===== src/rtl/ex_mem_stage.sv =====
// Tessia EX/MEM pipeline boundary: registers the ALU result and control into MEM,
// owns the NZCV flag register, resolves conditional branches and squashes their shadow.
module ex_mem_stage #(
   parameter int N      = 16,
   parameter int RA_W   = 4,
   parameter int PC_W   = 16,
   parameter int SHADOW = 2
) (
   input  logic            clk,
   input  logic            rst,
   input  logic            ex_valid,
   input  logic [N-1:0]    alu_result,
   input  logic [3:0]      alu_flags,
   input  logic            set_flags,
   input  logic [2:0]      branch_cond,
   input  logic [PC_W-1:0] branch_target,
   input  logic [N-1:0]    store_data,
   input  logic [RA_W-1:0] rd,
   input  logic            reg_write,
   input  logic            mem_write,
   input  logic            mem_read,
   input  logic            stall,
   input  logic            flush,
   output logic            mem_valid,
   output logic [N-1:0]    mem_alu_result,
   output logic [N-1:0]    mem_store_data,
   output logic [RA_W-1:0] mem_rd,
   output logic            mem_reg_write,
   output logic            mem_mem_write,
   output logic            mem_mem_read,
   output logic [3:0]      flags_q,
   output logic            branch_taken,
   output logic [PC_W-1:0] branch_pc
);

   localparam int              SQ_W       = 3;
   localparam logic [SQ_W-1:0] SHADOW_CNT = SQ_W'(SHADOW);

   localparam logic [2:0] COND_NONE   = 3'b000;
   localparam logic [2:0] COND_ALWAYS = 3'b001;
   localparam logic [2:0] COND_EQ     = 3'b010;
   localparam logic [2:0] COND_NE     = 3'b011;
   localparam logic [2:0] COND_GT     = 3'b100;
   localparam logic [2:0] COND_LT     = 3'b101;
   localparam logic [2:0] COND_GE     = 3'b110;
   localparam logic [2:0] COND_LE     = 3'b111;

   logic [SQ_W-1:0] r_sq_cnt;
   logic [3:0]      r_flags;
   logic            r_branch_taken;
   logic [PC_W-1:0] r_branch_pc;

   logic            r_mem_valid;
   logic [N-1:0]    r_mem_alu_result;
   logic [N-1:0]    r_mem_store_data;
   logic [RA_W-1:0] r_mem_rd;
   logic            r_mem_reg_write;
   logic            r_mem_mem_write;
   logic            r_mem_mem_read;

   logic w_live;
   logic w_acc;
   logic w_squash;
   logic w_cond_true;
   logic w_taken;
   logic w_fn;
   logic w_fz;
   logic w_fv;

   // A live slot is one the pipeline actually advances; the shadow counter decides its fate.
   assign w_live   = ex_valid && !stall && !flush;
   assign w_acc    = w_live && (r_sq_cnt == '0);
   assign w_squash = w_live && (r_sq_cnt != '0);

   // Conditions look only at the committed flags, never at alu_flags of this cycle.
   assign w_fn = r_flags[3];
   assign w_fz = r_flags[2];
   assign w_fv = r_flags[0];

   // NOTE: every variable assigned in always_comb gets a default first, so no path can infer a latch.
   always_comb begin
      w_cond_true = 1'b0;
      case (branch_cond)
         COND_NONE:   w_cond_true = 1'b0;
         COND_ALWAYS: w_cond_true = 1'b1;
         COND_EQ:     w_cond_true = w_fz;
         COND_NE:     w_cond_true = !w_fz;
         COND_GT:     w_cond_true = !w_fz && (w_fn == w_fv);
         COND_LT:     w_cond_true = (w_fn != w_fv);
         COND_GE:     w_cond_true = (w_fn == w_fv);
         COND_LE:     w_cond_true = w_fz || (w_fn != w_fv);
         default:     w_cond_true = 1'b0;
      endcase
   end

   assign w_taken = w_acc && w_cond_true;

   // NOTE: sequential state uses non-blocking assignments so every register samples pre-edge values.
   always_ff @(posedge clk or posedge rst) begin
      if (rst) begin
         r_sq_cnt <= '0;
      end else if (flush) begin
         r_sq_cnt <= '0;
      end else if (w_taken) begin
         r_sq_cnt <= SHADOW_CNT;
      end else if (w_squash) begin
         r_sq_cnt <= r_sq_cnt - 1'b1;
      end
   end

   // A flag-setting branch already chose its direction from the old flags above.
   always_ff @(posedge clk or posedge rst) begin
      if (rst) begin
         r_flags <= 4'b0000;
      end else if (w_acc && set_flags) begin
         r_flags <= alu_flags;
      end
   end

   always_ff @(posedge clk or posedge rst) begin
      if (rst) begin
         r_branch_taken <= 1'b0;
         r_branch_pc    <= '0;
      end else begin
         r_branch_taken <= w_taken;
         if (w_taken) begin
            r_branch_pc <= branch_target;
         end
      end
   end

   // NOTE: payload registers are reset too, because every output must read zero while rst is high.
   always_ff @(posedge clk or posedge rst) begin
      if (rst) begin
         r_mem_valid      <= 1'b0;
         r_mem_alu_result <= '0;
         r_mem_store_data <= '0;
         r_mem_rd         <= '0;
         r_mem_reg_write  <= 1'b0;
         r_mem_mem_write  <= 1'b0;
         r_mem_mem_read   <= 1'b0;
      end else if (flush) begin
         r_mem_valid     <= 1'b0;
         r_mem_reg_write <= 1'b0;
         r_mem_mem_write <= 1'b0;
         r_mem_mem_read  <= 1'b0;
      end else if (w_acc) begin
         r_mem_valid      <= 1'b1;
         r_mem_alu_result <= alu_result;
         r_mem_store_data <= store_data;
         r_mem_rd         <= rd;
         r_mem_reg_write  <= reg_write;
         r_mem_mem_write  <= mem_write;
         r_mem_mem_read   <= mem_read;
      end else if (!stall) begin
         r_mem_valid     <= 1'b0;
         r_mem_reg_write <= 1'b0;
         r_mem_mem_write <= 1'b0;
         r_mem_mem_read  <= 1'b0;
      end
   end

   assign mem_valid      = r_mem_valid;
   assign mem_alu_result = r_mem_alu_result;
   assign mem_store_data = r_mem_store_data;
   assign mem_rd         = r_mem_rd;
   // Control bits can never leak out of a bubble.
   assign mem_reg_write  = r_mem_valid & r_mem_reg_write;
   assign mem_mem_write  = r_mem_valid & r_mem_mem_write;
   assign mem_mem_read   = r_mem_valid & r_mem_mem_read;
   assign flags_q        = r_flags;
   assign branch_taken   = r_branch_taken;
   assign branch_pc      = r_branch_pc;

endmodule


===== config.mk =====
export PLATFORM = sky130hd
export DESIGN_NAME = ex_mem_stage
export DESIGN_NICKNAME = d
export VERILOG_FILES = /design/src/rtl/ex_mem_stage.sv
export SDC_FILE = /design/constraint.sdc
export NUM_CORES = 1
export LEC_CHECK = 0
export ABC_AREA = 1
export CELL_PAD_IN_SITES_DETAIL_PLACEMENT = 1
export CELL_PAD_IN_SITES_GLOBAL_PLACEMENT = 1
export CORE_MARGIN = 8
export CORE_UTILIZATION = 30
export CTS_CLUSTER_DIAMETER = 200
export CTS_CLUSTER_SIZE = 16
export DETAILED_ROUTE_END_ITERATION = 10
export PLACE_DENSITY = 0.87
export SYNTH_ARGS = -nofsm -noshare
export SYNTH_HDL_FRONTEND = slang
export SYNTH_SLANG_ARGS = --single-unit

===== constraint.sdc =====
create_clock -name clk -period 3.79 [get_ports clk]
set_input_delay 0.5685 -clock clk [delete_from_list [all_inputs] [get_ports clk]]
set_output_delay 0.5685 -clock clk [all_outputs]
set_load 0.01 [all_outputs]

Word level (Yosys, flattened, before mapping)
Index checks and enable logic that the tools add are counted.

word-level totals
  register bits after elaboration = 64
  bits in latches = 0
  memory bits (writable) = 0
  memory bits (read-only) = 0
  bits of input ports = 68
  output and inout bits = 61
  memories kept = 0

operators by class
  add/sub/neg operators = 1
  multipliers = 0
  divide/modulo/power cells = 0
  $lt $le $gt $ge = 0
  equal/unequal tests = 10
  shift operators = 0
  muxes and demuxes = 13
  bitwise gates (word level) = 4
  reduce and logical (&&, ||, !) cells = 16

operators by type and width
  cell                                                                 number
  3-bit == test (second input constant)                                4
  1-bit two-way mux                                                    9
  3-bit two-way mux                                                    3
  1-bit one-hot mux with 8 select lines                                1
  1-bit logical AND                                                    7
  3-bit by 2-bit == test with 1-bit output (second input constant)     2
  3-bit zero test                                                      2
  3-bit nonzero test                                                   2
  1-bit bitwise AND                                                    3
  3-bit by 1-bit == test with 1-bit output (second input constant)     1
  1-bit zero test                                                      3
  3-bit by 1-bit != test with 1-bit output (second input constant)     1
  3-bit by 1-bit subtractor with 3-bit output (second input constant)  1
  2-bit AND reduction                                                  1
  1-bit == test                                                        1
  1-bit logical OR                                                     1
  1-bit != test                                                        1
  1-bit NOT                                                            1

Logic depth before layout (Yosys ltp)
Gate-level depths: netlist of run 1.

  depth in word-level cells = 7
  gate-level depth with buffers = 10

Worst setup path before layout of run 1
OpenSTA, ideal clock, no wires.

  kind = input to register
  start = in flush
  end = reg r_branch_pc[0], in the netlist branch_pc[0]
  library setup time = 0.116 ns
  arrival time = 1.554 ns
  data required time = 3.674 ns
  setup slack = 2.120 ns
  cell stages on the path = 8
  buffers on the path = 2
  cells stage by stage = inv_2 > nand2_1 > nor4_4 > nand2_1 > buf_2 > buf_6 > nand2_1 > nand2_1

between the ends
  word-level cells in the longest chain between the ends = 4

RTL lines
  item                  RTL line  RTL
  start, declared       23        input logic flush,
  1-bit zero test       71        assign w_live = ex_valid && !stall && !flush;
  1-bit logical AND     71
  1-bit logical AND     72        assign w_acc = w_live && (r_sq_cnt == '0);
  1-bit logical AND     96        assign w_taken = w_acc && w_cond_true;
  end signal, assigned  127       r_branch_pc <= branch_target;
  end, declared         51        logic [PC_W-1:0] r_branch_pc;

Every way passes these cells.
A chain may end at the register's enable or synchronous reset.

Final worst setup path of run 1
  start = in stall
  end = reg r_branch_pc[10], in the netlist branch_pc[10]

between the ends
  word-level cells in the longest chain between the ends = 5

RTL lines
  item                             RTL line  RTL
  start, declared                  22        input logic stall,
  1-bit zero test                  n/a
  1-bit logical AND (2 in series)  71
  1-bit logical AND                72
  1-bit logical AND                96

Every way passes these cells.

==> results of run 1 <==
## report_power, final
| group | switching [W] | total [W] | internal [W] |
|---|---|---|---|
| Sequential | 0.000128 | 0.00103 | 0.000898 |
| Clock | 0.000247 | 0.000562 | 0.000315 |
| Combinational | 0.000391 | 0.000898 | 0.000508 |
## sequential cells by signal (all words and copies together), names as in the netlist
signal and count:
flags_q 4, branch_taken 1, r_mem_mem_read 1, mem_rd 4, r_mem_reg_write 1, r_sq_cnt 3
r_mem_mem_write 1, mem_alu_result 16, branch_pc 16, mem_store_data 16, mem_valid 1
## cell usage in the layout (no fill, tap or decap), drive strengths merged
cell and count:
nand2 182, clkdlybuf4s50 128, dfrtp 64, inv 14, clkbuf 11, nand3 10, nor2 9, clkinv 3
o21ai 2, a21oi 2, ha 2, buf 2, nor4 1, a21boi 1, xnor2 1, and2 1
xor2 1, bufinv 1
## stage by stage
| step | cells | area (µm²) |
|---|---|---|
| after floorplan | 300 | 2570 |
| after global placement | 525 | 3950 |
| after detailed placement | 525 | 3950 |
| after CTS | 540 | 4130 |
| after global routing | 540 | 4130 |
| final | 540 | 4130 |
## per-layer routing
metal	vias to the layer above	global-route usage
met3	7	0.0607
met2	79	0.261
met1	1122	0.161
li1	1162	-
met4	0	0.0342
met5	-	0
## cells by family after synthesis
kind of cell,Yosys count,synth area share
DFF,64,0.623
and+or+nand+nor,203,0.309
buffers and inverters,24,0.0399
adders and majority gates,2,0.00974
AOI/OAI and AO/OA,5,0.0107
xor gates and xnor gates,2,0.00682
## worst paths after layout
check | start | to | slack [ns] | cells past startpoint
worst min register to register | mem_store_data[4]$_DFFE_PP0P_ | mem_store_data[4]$_DFFE_PP0P_ | 0.47 | 2
worst max register to register | r_sq_cnt[0]$_DFFE_PP0P_ | branch_pc[10]$_DFFE_PP0P_ | 1.64 | 8
max in group asynchronous | rst | mem_store_data[8]$_DFFE_PP0P_ | 2.20 | 3
worst max-delay path | stall | branch_pc[10]$_DFFE_PP0P_ | 1.43 | 6
min in group asynchronous | rst | branch_pc[2]$_DFFE_PP0P_ | 0.74 | 2
worst min-delay path | mem_store_data[4]$_DFFE_PP0P_ | mem_store_data[4]$_DFFE_PP0P_ | 0.47 | 2
## synthesized netlist by cell type, drive strengths merged
cell	count	area, µm²
a21oi	2	10.0
xor2	1	8.76
and2	1	6.26
nand2	182	683
nand3	10	50.1
xnor2	1	8.76
nor4	1	21.3
nor2	9	33.8
buf	3	23.8
clkbuf	7	26.3
ha	2	25.0
dfrtp	64	1600
o21ai	2	10.0
a21boi	1	7.51
inv	14	52.6
## worst reg2reg max path, stage by stage (launching register included)
cell and delay (ns):
dfrtp_1 0.39, inv_1 0.09, ha_1 0.15, inv_1 0.07, nor4_4 0.26, nand2_1 0.49, inv_2 0.45, nand2_1 0.11
nand2_1 0.08
## layout make-up
class	instances	area, µm²	share of cell area
Clock inverter	4	45.0	0.0109
Tap cell	105	131	0.0318
Sequential cell	64	1600	0.388
Multi-Input combinational cell	212	865	0.209
Timing Repair Buffer	130	1300	0.314
Inverter	14	52.6	0.0127
Clock buffer	11	141	0.0342
==> results.yml, run 1 <==
clock_network:
  cts_made_buffers: 9
  cts_setup_buffers: 0
  holdBufCountCts: 0
  cts_tree: "yes"
  clock_latency_ns: 0.32
  clockBufferDepth: 2
  path_clk_slew_ns: 0.07
  clkSinkCount: 64
  cts_max_level: 3
  cts_resized: 0
  cts-root-buf: "clkbuf_8"
timing:
  rsz0062_at_grt: "false"
  hold_viol: 0
  fmax_mhz: 423
  setup_viol: 0
  max-slew-margin-rel: 0.416
  fin_hold_ws_ns: 0.473
  fin_tns_setup_ns: 0
  finalMaxSlewViolations: 0
  period_minus_slack_ns: 2.36
  period_share: 0.623
  fin_ws_ns: 1.43
  worst_pin_slew_ns: 0.874
  clock_skew_ns: 0.00706
outcome:
  status: "completed"
power_and_ir_drop:
  power_density_nw_per_um2: 602
  ir_worst_vdd_uv: 268
  power.total_w: 0.00249
  p_leak_nw: 2.06
worst_setup_path:
  path_delay_family: "simple AND/OR/NAND/NOR gates"
  worstSetupPathType: "primary input to flip-flop"
  crit_fanout: 20
  worstPathRequired_ns: 4.05
  cp.buffers_inverters: 2
  slowest_delay_ns: 0.56
  path_cells: "clkdlybuf4s50_1 -> nor4_4 -> nand2_1 -> inv_2 -> nand2_1 -> nand2_1"
  critPathLaunchType: "primary input"
  endpoint_kind: "flip-flop"
  critPathSlowestCell: "clkdlybuf4s50_1"
  crit_arrival_ns: 2.62
  cp_common_cell: "nand2_1"
global_route:
  grt-ovfl-total: 0
  grt_use_total: 0.147
  grt_pass1_vias: 2771
  grt_max_degree: 44
  grt_pass1_wl_mm: 13.7
  antenna_found_initial: 0
detailed_routing:
  drtAntennaViolNets: 0
  drt_iter0_drc: 55
  drt-met1-wl_mm: 3.30
  top_layer_used: "met4"
  wl_met3_um: 718
  totalWireLength_mm: 8.42
  vias_per_cell: 4.39
  wl_per_cell_um: 15.6
  drcViolationCount: 0
  routed-wl-met2_mm: 4.34
  first_pass_iters: 4
  dr_total_vias: 2370
placed_design:
  place_ws_ns: 1.07
  portBuffers: 128
  place_congestion: 0.724
  place_hpwl_mm: 6.46
die:
  num_rows: 33
  coreArea_um2: 8260
  die_x_um: 109
  die-area_um2: 11800
  ios: 129
  start_util: 0.311
  die_h_um: 109
finish:
  utilization: 0.500
  final.fill_count: 981
  antenna_cells: 0
  drive_above_1_share: 0.0483
  area_growth_syn_to_layout_pct: 60.9
  layout.nets: 501
yosys:
  yosysWarnings: 0
  yosysSeqAreaShare: 0.623
  netlist_area_um2: 2570
  synth_seq_cells: 64
  syn_avg_cell_area_um2: 8.56
  ys_types: 18
  synth_cells: 300
  synth_fp_nets: 370
min_path:
  hold_path.class: "flip-flop to flip-flop"
run:
  max_cap_viol_count: 0
(Power assumes the default switching activity.)
==> run 2, diff against run 1 <==
- CORE_UTILIZATION: 30 -> 25
- PLACE_DENSITY: 0.87 -> 0.78
- clock period: 3.79 -> 2 ns (I/O delays scaled with it)
==> run 2 against run 1 <==
Sequential share of layout area is 0.96 points lower; power is 87% higher; core utilization is 8.2 points lower; critical path depth is 3 lower; largest cell class unchanged; highest routed layer unchanged.
==> results.yml, run 2 (same netlist as run 1, synthesis figures left out) <==
outcome:
  status: "completed"
placed_design:
  place_congestion: 0.733
  dp.cells: 563
  place_hpwl_mm: 6.51
  portBuffers: 128
clock_network:
  clock_latency_ns: 0.33
  cts_setup_buffers: 0
  cts_resized: 0
  cts_max_level: 3
  clkSinkCount: 64
  holdBufCountCts: 0
  path_clk_slew_ns: 0.08
  cts_tree: "yes"
  cts_made_buffers: 9
  clockBufferDepth: 2
  cts-root-buf: "clkbuf_8"
timing:
  finalMaxSlewViolations: 0
  fin_hold_ws_ns: 0.344
  setup_viol: 0
  worst_pin_slew_ns: 0.407
  clock_skew_ns: 0.0151
  fin_tns_setup_ns: 0
  fmax_mhz: 585
  period_share: 0.855
  max-slew-margin-rel: 0.725
  hold_viol: 0
  period_minus_slack_ns: 1.71
  rsz0062_at_grt: "false"
min_path:
  hold_path.class: "primary input to async pin"
detailed_routing:
  wl_met3_um: 706
  drt-met1-wl_mm: 3.41
  first_pass_iters: 4
  drt_iter0_drc: 72
  drtAntennaViolNets: 0
  vias_per_cell: 4.18
  dr_total_vias: 2419
  totalWireLength_mm: 8.47
  routed-wl-met2_mm: 4.30
  top_layer_used: "met4"
  drcViolationCount: 0
  wl_per_cell_um: 14.6
worst_setup_path:
  worstSetupPathType: "flip-flop to output port"
  worstPathRequired_ns: 1.70
  r2r_slack_ns: 0.29
  critPathSlowestCell: "clkdlybuf4s50_1"
  path_cells: "nand2_1 -> inv_1 -> clkdlybuf4s50_1"
  crit_fanout: 5
  slowest_delay_ns: 0.55
  cp.buffers_inverters: 2
  path_delay_family: "buffers and inverters"
  crit_arrival_ns: 1.41
  endpoint_kind: "output port"
  critPathLaunchType: "flip-flop"
global_route:
  antenna_found_initial: 0
  grt-ovfl-total: 0
  grt_max_degree: 65
  grt_pass1_wl_mm: 14.3
  grt_pass1_vias: 2808
  grt_use_total: 0.127
finish:
  layout_common_cells: "nand2_1, clkdlybuf4s50_1, dfrtp_1"
  final_common_cell: "nand2_1"
  final.fill_count: 1196
  drive_above_1_share: 0.0632
  multi_input_area_um2: 865
  final_cell_count_no_fill: 579
  layout.nets: 508
  antenna_cells: 0
  register_area_um2: 1600
  utilization: 0.418
  area_growth_syn_to_layout_pct: 65.0
die:
  die_h_um: 117
  ios: 129
  coreArea_um2: 10100
  die_x_um: 117
  start_util: 0.253
  num_rows: 37
  die-area_um2: 13800
power_and_ir_drop:
  p_leak_nw: 2.09
  ir_worst_vdd_uv: 346
  power_density_nw_per_um2: 1100
run:
  max_cap_viol_count: 0
run 2: changes by cell type in the layout (fill, tap and decap cells not counted):
cell,previous run,this run
buf_4,2,7
buf_12,0,2
clkinv_2,3,1
clkinv_4,0,2
bufinv_16,1,0
clkbuf_1,1,2
clkinvlp_4,0,1
run 2: layout make-up:
cell class,count,share of cell area
clock buffer,12,0.0342
clock inverter,4,0.00709
inverter,14,0.0124
multi-input combinational,212,0.204
sequential,64,0.378
tap,136,0.0402
timing repair buffer,137,0.324
run 2: per-stage QoR:
step / area [µm²] / worst slack, ns / power (W)
after global routing: 4240 / 0.109 / 0.00497
final: 4240 / 0.290 / 0.00465
after floorplan: 2570 / 0.102 / 0.00254
after global placement: 4060 / 0.179 / 0.00365
after CTS: 4240 / 0.255 / 0.00475
after detailed placement: 4060 / 0.106 / 0.00373
run 2: final timing paths:
path / startpoint / endpoint / cells past startpoint
min reg2reg: mem_alu_result[6]$_DFFE_PP0P_ / mem_alu_result[6]$_DFFE_PP0P_ / 2
min: rst / mem_rd[1]$_DFFE_PP0P_ / 3
max: mem_valid$_DFFE_PP0P_ / mem_reg_write / 3
max in group asynchronous: rst / mem_store_data[5]$_DFFE_PP0P_ / 3
min in group clk: mem_alu_result[6]$_DFFE_PP0P_ / mem_alu_result[6]$_DFFE_PP0P_ / 2
max reg2reg: r_sq_cnt[0]$_DFFE_PP0P_ / branch_pc[12]$_DFFE_PP0P_ / 8
run 2: worst min-delay path: stages:
cell,delay [ns]
clkdlybuf4s50_1,0.41
inv_2,0.08
buf_12,0.30
run 2: routing by layer:
| metal | vias to the layer above | GRT usage |
|---|---|---|
| met3 | 4 | 0.0556 |
| met5 | - | 0 |
| li1 | 1180 | - |
| met1 | 1158 | 0.133 |
| met4 | 0 | 0.0389 |
| met2 | 77 | 0.223 |
run 2: power breakdown:
part / leakage, nW / internal [W] / switching, W
sequential: 0.808 / 0.00170 / 0.000243
combinational: 1.20 / 0.000979 / 0.000736
clock: 0.0866 / 0.000487 / 0.000507
